## config.mk

```make
export PLATFORM = sky130hd
export DESIGN_NAME = rand_pos_picker
export DESIGN_NICKNAME = d
export VERILOG_FILES = /design/src/rtl/rand_pos_picker.sv
export SDC_FILE = /design/constraint.sdc
export NUM_CORES = 1
export LEC_CHECK = 0
export ABC_CLOCK_PERIOD_IN_PS = 3500
export CAP_MARGIN = 20
export CORE_MARGIN = 10
export CORE_UTILIZATION = 30
export DETAILED_ROUTE_END_ITERATION = 8
export PLACE_DENSITY = 0.52
export RECOVER_POWER = 50
export SLEW_MARGIN = 30
export SYNTH_ARGS = -nofsm -noshare
export SYNTH_HDL_FRONTEND = slang
export SYNTH_SLANG_ARGS = --single-unit
```

## constraint.sdc

```tcl
create_clock -name clk -period 3.5 [get_ports clk]
set_input_delay 0.525 -clock clk [delete_from_list [all_inputs] [get_ports clk]]
set_output_delay 0.525 -clock clk [all_outputs]
set_load 0.02 [all_outputs]
```

## src/rtl/rand_pos_picker.sv

```systemverilog
// rand_pos_picker: draws a free (x,y) grid cell from an upstream LFSR with occupancy retry.
// Define RAND_POS_FALLBACK_EN to add a row-major SCAN of the grid once the try budget is exhausted.
module rand_pos_picker #(
   parameter int NUM_LEN = 10,
   parameter int GRID_W = 40,
   parameter int GRID_H = 30,
   parameter int MAX_TRIES = 16,
   localparam int XW = $clog2(GRID_W),
   localparam int YW = $clog2(GRID_H)
) (
   input  logic               clk,
   input  logic               rst_n,
   input  logic [NUM_LEN-1:0] rnd,
   output logic               lfsr_en,
   input  logic               req,
   input  logic               ack,
   output logic [XW-1:0]      cand_x,
   output logic [YW-1:0]      cand_y,
   input  logic               occupied,
   output logic [XW-1:0]      pos_x,
   output logic [YW-1:0]      pos_y,
   output logic               valid,
   output logic               busy,
   output logic               fail
);
   localparam int TW = $clog2(MAX_TRIES + 1);
   localparam logic [XW:0] GW = GRID_W[XW:0];
   localparam logic [YW:0] GH = GRID_H[YW:0];
   localparam logic [TW-1:0] MT = TW'(MAX_TRIES);
   typedef enum logic [2:0] {
      IDLE, DRAW_X, SAMP_X, DRAW_Y, SAMP_Y, CHECK, DONE
`ifdef RAND_POS_FALLBACK_EN
      , SCAN
`endif
   } state_t;
   state_t state, state_n;
   logic [TW-1:0] tries, tries_n, tries_inc;
   logic [XW-1:0] cx_n, px_n;
   logic [YW-1:0] cy_n, py_n;
   logic fail_n, x_ok, y_ok;
   logic unused_rnd;
   assign unused_rnd = ^rnd;
   assign x_ok = {1'b0, rnd[XW-1:0]} < GW;
   assign y_ok = {1'b0, rnd[YW-1:0]} < GH;
   assign tries_inc = tries + 1'b1;
   assign lfsr_en = state == DRAW_X || state == DRAW_Y;
   assign valid = state == DONE;
   assign busy = state != IDLE;
`ifdef RAND_POS_FALLBACK_EN
   logic x_last, y_last;
   assign x_last = cand_x == XW'(GRID_W - 1);
   assign y_last = cand_y == YW'(GRID_H - 1);
`endif
   always_comb begin
      state_n = state;
      tries_n = tries;
      cx_n = cand_x;
      cy_n = cand_y;
      px_n = pos_x;
      py_n = pos_y;
      fail_n = 1'b0;
      case (state)
         IDLE: if (req) begin
            tries_n = '0;
            state_n = DRAW_X;
         end
         DRAW_X: state_n = SAMP_X;
         SAMP_X: begin
            cx_n = x_ok ? rnd[XW-1:0] : cand_x;
            state_n = x_ok ? DRAW_Y : DRAW_X;
         end
         DRAW_Y: state_n = SAMP_Y;
         SAMP_Y: begin
            cy_n = y_ok ? rnd[YW-1:0] : cand_y;
            state_n = y_ok ? CHECK : DRAW_Y;
         end
         CHECK: if (!occupied) begin
            px_n = cand_x;
            py_n = cand_y;
            state_n = DONE;
         end else begin
            tries_n = tries_inc;
            if (tries_inc == MT) begin
`ifdef RAND_POS_FALLBACK_EN
               cx_n = '0;
               cy_n = '0;
               state_n = SCAN;
`else
               fail_n = 1'b1;
               state_n = IDLE;
`endif
            end else state_n = DRAW_X;
         end
         DONE: state_n = ack ? IDLE : DONE;
`ifdef RAND_POS_FALLBACK_EN
         SCAN: if (!occupied) begin
            px_n = cand_x;
            py_n = cand_y;
            state_n = DONE;
         end else if (x_last && y_last) begin
            fail_n = 1'b1;
            state_n = IDLE;
         end else begin
            cx_n = x_last ? '0 : cand_x + 1'b1;
            cy_n = x_last ? cand_y + 1'b1 : cand_y;
         end
`endif
         default: state_n = IDLE;
      endcase
   end
   always_ff @(posedge clk or negedge rst_n) begin
      if (!rst_n) begin
         state <= IDLE;
         tries <= '0;
         cand_x <= '0;
         cand_y <= '0;
         pos_x <= '0;
         pos_y <= '0;
         fail <= 1'b0;
      end else begin
         state <= state_n;
         tries <= tries_n;
         cand_x <= cx_n;
         cand_y <= cy_n;
         pos_x <= px_n;
         pos_y <= py_n;
         fail <= fail_n;
      end
   end
endmodule

```

==> results of run 1 <==
-- sequential cells by signal (all words and copies together) (netlist names) --
register	flops
tries	5
pos_x	6
pos_y	5
cand_x	6
state	3
cand_y	5
fail	1
-- final timing paths --
| kind | end | slack, ps |
|---|---|---|
| worst max-delay path | busy | 1130 |
| worst min-delay path | pos_x[5] | 490 |
| worst max register to register | cand_x[1] | 1470 |
| worst min register to register | pos_x[5] | 490 |
| max in group asynchronous | pos_x[3] | 1280 |
| min in group asynchronous | tries[3] | 1220 |
-- power by group through the flow --
stage,Clock (mW),Combinational [mW],Sequential [mW]
after CTS,0.319,0.805,0.668
after floorplan,0,0.329,0.763
final,0.305,0.771,0.663
after detailed placement,0,0.800,0.673
after global routing,0.332,0.836,0.694
after global placement,0,0.792,0.663
-- metal layers --
metal	vias to the layer above	share of wire, %
met2	28	47
met4	0	1.2
met5	-	0
met1	481	40
met3	5	11
li1	478	-
-- layout by cell type (no fill, tap or decap), types with 2 or more instances in the layout --
master,n
a21oi_1,3
a22o_1,4
and4_1,3
clkbuf_1,2
clkbuf_8,7
clkdlybuf4s50_1,34
dfrtp_1,31
dlygate4sd3_1,2
mux2_1,11
mux2_2,6
mux2i_1,3
nand2_1,2
nand2b_1,3
nand3_1,2
nor2_1,5
nor2b_1,4
nor3b_1,4
o21ai_0,2
o22a_1,4
xnor2_1,2
-- cells by family after synthesis --
family,after synthesis
AO/OA/AOI/OAI,17
flip-flops,31
multiplexers,21
buffers and inverters,6
XOR/XNOR,2
adder cells (fa/ha/maj),1
AND/OR/NAND/NOR,31
-- layout make-up --
| cell class | instances | area (um2) | area share (%) |
|---|---|---|---|
| clock buffers | 8 | 100.1 | 5.205 |
| inverters | 1 | 3.754 | 0.1952 |
| multi-input cells | 72 | 604.3 | 31.42 |
| flip-flops and latches | 31 | 775.7 | 40.34 |
| well taps | 54 | 67.56 | 3.513 |
| repair buffers | 38 | 371.6 | 19.32 |
==> flow_metrics.env, run 1 <==
export IMPL_outcome="complete, but fails checks"
export IMPL_violations="max-capacitance violations, max-slew violations"
export IMPL_busiest_layer="met2"
export IMPL_num_rows=25
export IMPL_hp_class="register to register"
export IMPL_combPwrFrac_pct=44.4
export IMPL_fp_dieW_um=89.14
export IMPL_synthSimpleGateAreaFrac_pct=16.23
export IMPL_layout_drive_gt1_share_pct=10.67
export IMPL_rr_worst_depth=3
export IMPL_synth_largest_area_cell="dfrtp_1"
export IMPL_met3_usage_pct=5.834
export IMPL_yosysWarnings=0
export IMPL_synth_edf_count=0
export IMPL_pre_cts_ws_ps=1416
export IMPL_synthFlopType="dfrtp_1"
export IMPL_cts_htree_levels=2
export IMPL_grt_max_degree=32
export IMPL_drv_cap=1
export IMPL_root_buffer="clkbuf_8"
export IMPL_power_switching_mw=0.6361
export IMPL_hold_path_depth=1
export IMPL_dpl_cell_count=196
export IMPL_clkPwrFrac_pct=17.5
export IMPL_antenna_found_initial=0
export IMPL_cts_made_buffers=5
export IMPL_fill_cells=465
export IMPL_total_power_mw=1.739
export IMPL_cts_hold_fix_buffers=0
export IMPL_dr_total_vias=992
export IMPL_dp_hpwl_mm=2.442
export IMPL_cp_required_ps=2970
export IMPL_crit_path_start_kind="register"
export IMPL_hp_start="pos_x[5]"
export IMPL_synth_distinct_cells=38
export IMPL_worst_pin_slew_ps=1709
export IMPL_cts_resized=0
export IMPL_ys_seq_elements=31
export IMPL_die_area_um2=7945
export IMPL_synth_top_family_by_area="multiplexers"
export IMPL_syn_avg_cell_area_um2=13.15
export IMPL_cp_cell_sequence="or3_1 > clkdlybuf4s50_1"
export IMPL_routed_wirelength_mm=3.295
export IMPL_port_buffer_count=36
export IMPL_cts_tree="done"
export IMPL_route_detailed_drc=0
export IMPL_setup_tns_ps=0
export IMPL_antenna_left=0
export IMPL_antenna_cells=0
export IMPL_synth_fa_ha_area_share_pct=0.8726
export IMPL_p_leak_nw=0.8153
export IMPL_p_int_mw=1.103
export IMPL_fmax_mhz=421.4
export IMPL_synth_top_cell_area_share_pct=54.10
export IMPL_grt_pass1_vias=1101
export IMPL_cts_buffer_depth=2
export IMPL_grt_overflow_total=0
export IMPL_cp_arrival_ps=1850
export IMPL_use_met2_pct=14.39
export IMPL_ir_worst_vdd_mv=0.3778
export IMPL_seq_area_frac_synth_pct=54.10
export IMPL_slowest_stage="clkdlybuf4s50_1"
export IMPL_finalNonFillerCells=204
export IMPL_startpoint="state[0]"
export IMPL_numClockSinks=31
export IMPL_synth_xor_area_share_pct=1.222
export IMPL_critPathMaxFanout=16
export IMPL_setup_worst_path_class="register to output port"
export IMPL_grtUsageTotal_pct=9.172
export IMPL_vias_per_cell=4.863
export IMPL_slew_violations=32
export IMPL_fp_coreArea_um2=4692
export IMPL_slowest_delay_ps=560
export IMPL_design_area_um2=1923
export IMPL_synth_compound_area_share_pct=8.901
export IMPL_grt_pass1_wl_mm=5.526
export IMPL_syn_area_um2=1434
export IMPL_dpl_instance_area_um2=1849
export IMPL_maxSlewHeadroom_pct=-13.96
export IMPL_fin_util_pct=40.99
export IMPL_drtIter0Drc=37
export IMPL_rsz0062_at_grt="no"
export IMPL_fin_ws_ps=1127
export IMPL_area_delta_synth_final_pct=34.12
export IMPL_routabilityCongestion=0.6919
export IMPL_p_seq_share_pct=38.1
export IMPL_fin_crit_sh_pct=67.79
export IMPL_path_clk_slew_ps=60
export IMPL_synthTopCellsByCount="31 x dfrtp_1, 11 x mux2_1, 6 x mux2_2"
export IMPL_async_flop_share_pct=100.0
export IMPL_fin_nets=165
export IMPL_drt_pass1_iter_count=4
export IMPL_synth_most_common_cell="dfrtp_1"
export IMPL_swShare_pct=36.58
export IMPL_hold_viol_final=0
export IMPL_synth_fp_nets=125
export IMPL_worst_path_buf_inv=1
export IMPL_yosys_mux_area_fraction_pct=16.49
export IMPL_hold_slack_ps=486.2
export IMPL_die_y_um=89.14
export IMPL_crit_cells=2
export IMPL_grt_use_met1_pct=9.887
export IMPL_r2r_start="state[1]"
export IMPL_setup_viol=0
export IMPL_wl_per_cell_um=16.15
export IMPL_clock_skew_ps=2.565
export IMPL_postSynthCellCount=109
export IMPL_post_cts_buffers=0
export IMPL_endpoint_kind="output port"
export IMPL_synthTopCellsByArea="dfrtp_1 54%, mux2_1 8.6%, mux2_2 4.7%"
export IMPL_power_density_nw_per_um2=904.3
export IMPL_insertion_delay_ps=280
export IMPL_ios=41
export IMPL_start_util_pct=30.56
export IMPL_critPathTopFamily="buffers and inverters"
export IMPL_period_minus_slack_ps=2373
Note: power is estimated with default switching activity, not from simulation.
==> inputs of run 2 (changes only) <==
--- a/config.mk
+++ b/config.mk
@@ -5,7 +5,7 @@
 export SDC_FILE = /design/constraint.sdc
 export NUM_CORES = 1
 export LEC_CHECK = 0
-export ABC_CLOCK_PERIOD_IN_PS = 3500
+export ABC_CLOCK_PERIOD_IN_PS = 2400
 export CAP_MARGIN = 20
 export CORE_MARGIN = 10
 export CORE_UTILIZATION = 30
==> constraint.sdc (replaced) <==
create_clock -name clk -period 2.4 [get_ports clk]
set_input_delay 0.36 -clock clk [delete_from_list [all_inputs] [get_ports clk]]
set_output_delay 0.36 -clock clk [all_outputs]
set_load 0.02 [all_outputs]
==> run 2 against run 1 <==
Compared with the run above: the flow now finishes without violations; final area increased by 0.46%; first-iteration DRC count up 27%; register-to-register slack worse by 1100 ps; non-clock buffer count up 1; largest power group unchanged; highest routed layer unchanged; die area stayed put; critical path depth unchanged; largest cell class unchanged.
==> flow_metrics.env, run 2 (synthesized netlist as in run 1, its figures left out) <==
export IMPL_outcome="complete, no violations"
export IMPL_cts_hold_fix_buffers=0
export IMPL_slowest_stage="clkdlybuf4s50_1"
export IMPL_r2r_start="state[1]"
export IMPL_grtUsageTotal_pct=9.420
export IMPL_cts_buffer_depth=2
export IMPL_vias_per_cell=4.971
export IMPL_setup_tns_ps=0
export IMPL_fmax_mhz=458.6
export IMPL_hold_slack_ps=477.2
export IMPL_antenna_left=0
export IMPL_setup_worst_path_class="register to output port"
export IMPL_area_delta_synth_final_pct=34.73
export IMPL_grt_overflow_total=0
export IMPL_num_rows=25
export IMPL_critPathMaxFanout=14
export IMPL_routabilityCongestion=0.6724
export IMPL_fp_dieW_um=89.14
export IMPL_p_leak_nw=0.8303
export IMPL_mostFrequentLayoutCells="31 x dfrtp_1, 31 x clkdlybuf4s50_1, 11 x mux2_1"
export IMPL_worst_path_buf_inv=1
export IMPL_layout_drive_gt1_share_pct=11.92
export IMPL_start_util_pct=30.56
export IMPL_routed_wirelength_mm=3.339
export IMPL_drtIter0Drc=47
export IMPL_grt_max_degree=32
export IMPL_hold_path_depth=1
export IMPL_crit_path_start_kind="register"
export IMPL_endpoint_kind="output port"
export IMPL_grt_pass1_vias=1133
export IMPL_hold_viol_final=0
export IMPL_setup_viol=0
export IMPL_rsz0062_at_grt="no"
export IMPL_wl_per_cell_um=16.29
export IMPL_fin_nets=166
export IMPL_hp_start="pos_x[5]"
export IMPL_r2r_slack_ps=390
export IMPL_numClockSinks=31
export IMPL_drv_cap=0
export IMPL_worst_r2r_endpoint="cand_x[1]"
export IMPL_rr_worst_depth=3
export IMPL_antenna_found_initial=0
export IMPL_maxSlewHeadroom_pct=29.49
export IMPL_slew_violations=0
export IMPL_power_density_nw_per_um2=1320
export IMPL_drt_pass1_iter_count=4
export IMPL_fill_cells=477
export IMPL_grt_pass1_wl_mm=5.685
export IMPL_post_cts_buffers=0
export IMPL_die_area_um2=7945
export IMPL_insertion_delay_ps=280
export IMPL_path_clk_slew_ps=70
export IMPL_holdPathEnd="pos_x[5]"
export IMPL_cts_tree="done"
export IMPL_cp_required_ps=2040
export IMPL_fp_coreArea_um2=4692
export IMPL_fin_crit_sh_pct=90.85
export IMPL_clock_skew_ps=10.28
export IMPL_cp_cell_sequence="or3_1 > clkdlybuf4s50_1"
export IMPL_worst_pin_slew_ps=1047
export IMPL_cts_htree_levels=2
export IMPL_ir_worst_vdd_mv=0.5902
export IMPL_route_detailed_drc=0
export IMPL_slowest_delay_ps=560
export IMPL_port_buffer_count=36
export IMPL_root_buffer="clkbuf_8"
export IMPL_critPathTopFamily="buffers and inverters"
export IMPL_hp_class="register to register"
export IMPL_top_regs="cand_x x6, pos_x x6"
export IMPL_period_minus_slack_ps=2180
export IMPL_dr_total_vias=1019
export IMPL_ios=41
export IMPL_cp_arrival_ps=1820
export IMPL_cts_resized=0
export IMPL_cts_made_buffers=5
export IMPL_antenna_cells=0
export IMPL_die_y_um=89.14
export IMPL_dp_hpwl_mm=2.425
==> run 2: cell types whose count changed in the layout (fill, tap and decap cells not counted) <==
cell             previous run  this run
dlygate4sd3_1               2         5
clkbuf_1                    2         1
clkbuf_2                    0         1
clkdlybuf4s50_1            34        31
buf_4                       1         2
==> run 2: cell type report <==
class,instances,area (um2),share of cell area (%)
Inverter,1,3.754,0.1943
Tap cell,54,67.56,3.497
Timing Repair Buffer,39,380.4,19.69
Clock buffer,8,100.1,5.181
Multi-Input combinational cell,72,604.3,31.28
Sequential cell,31,775.7,40.16
==> run 2: per-layer routing <==
layer | GRT usage (%) | share of wire [%] | routed length [um] | vias to the layer above
met1 | 10.55 | 42 | 1408 | 508
met2 | 14.32 | 47 | 1562 | 28
li1 | - | - | - | 477
met5 | 0 | 0 | 0 | -
met3 | 5.196 | 9.4 | 315 | 6
met4 | 4.335 | 1.6 | 53 | 0
==> run 2: how the worst max path moves through the flow <==
stage,cells after the start,to,slack [ps],startpoint
after CTS,2,busy,210,state[1]
after floorplan,3,cand_y[0],970,state[0]
after global placement,2,busy,540,state[1]
after global routing,2,busy,110,state[1]
after detailed placement,2,busy,520,state[1]
final,2,busy,220,state[1]
==> run 2: through the flow <==
step	setup slack (ps)	total power [mW]	cells	util, %	cell area [um2]
final	219.6	2.549	205	41.17	1932
after global routing	114.4	2.734	205	41.17	1932
after CTS	207.5	2.634	205	41.71	1957
after detailed placement	523.4	2.165	197	39.57	1857
after global placement	542.9	2.137	197	39.57	1857
after floorplan	974.6	1.593	109	-	1434
==> run 2: report_power, final <==
group          internal [mW]  total (mW)  switching (mW)
registers              0.745       0.938           0.193
logic                  0.606        1.16           0.556
clock network          0.261       0.449           0.187
total                   1.61        2.55           0.937
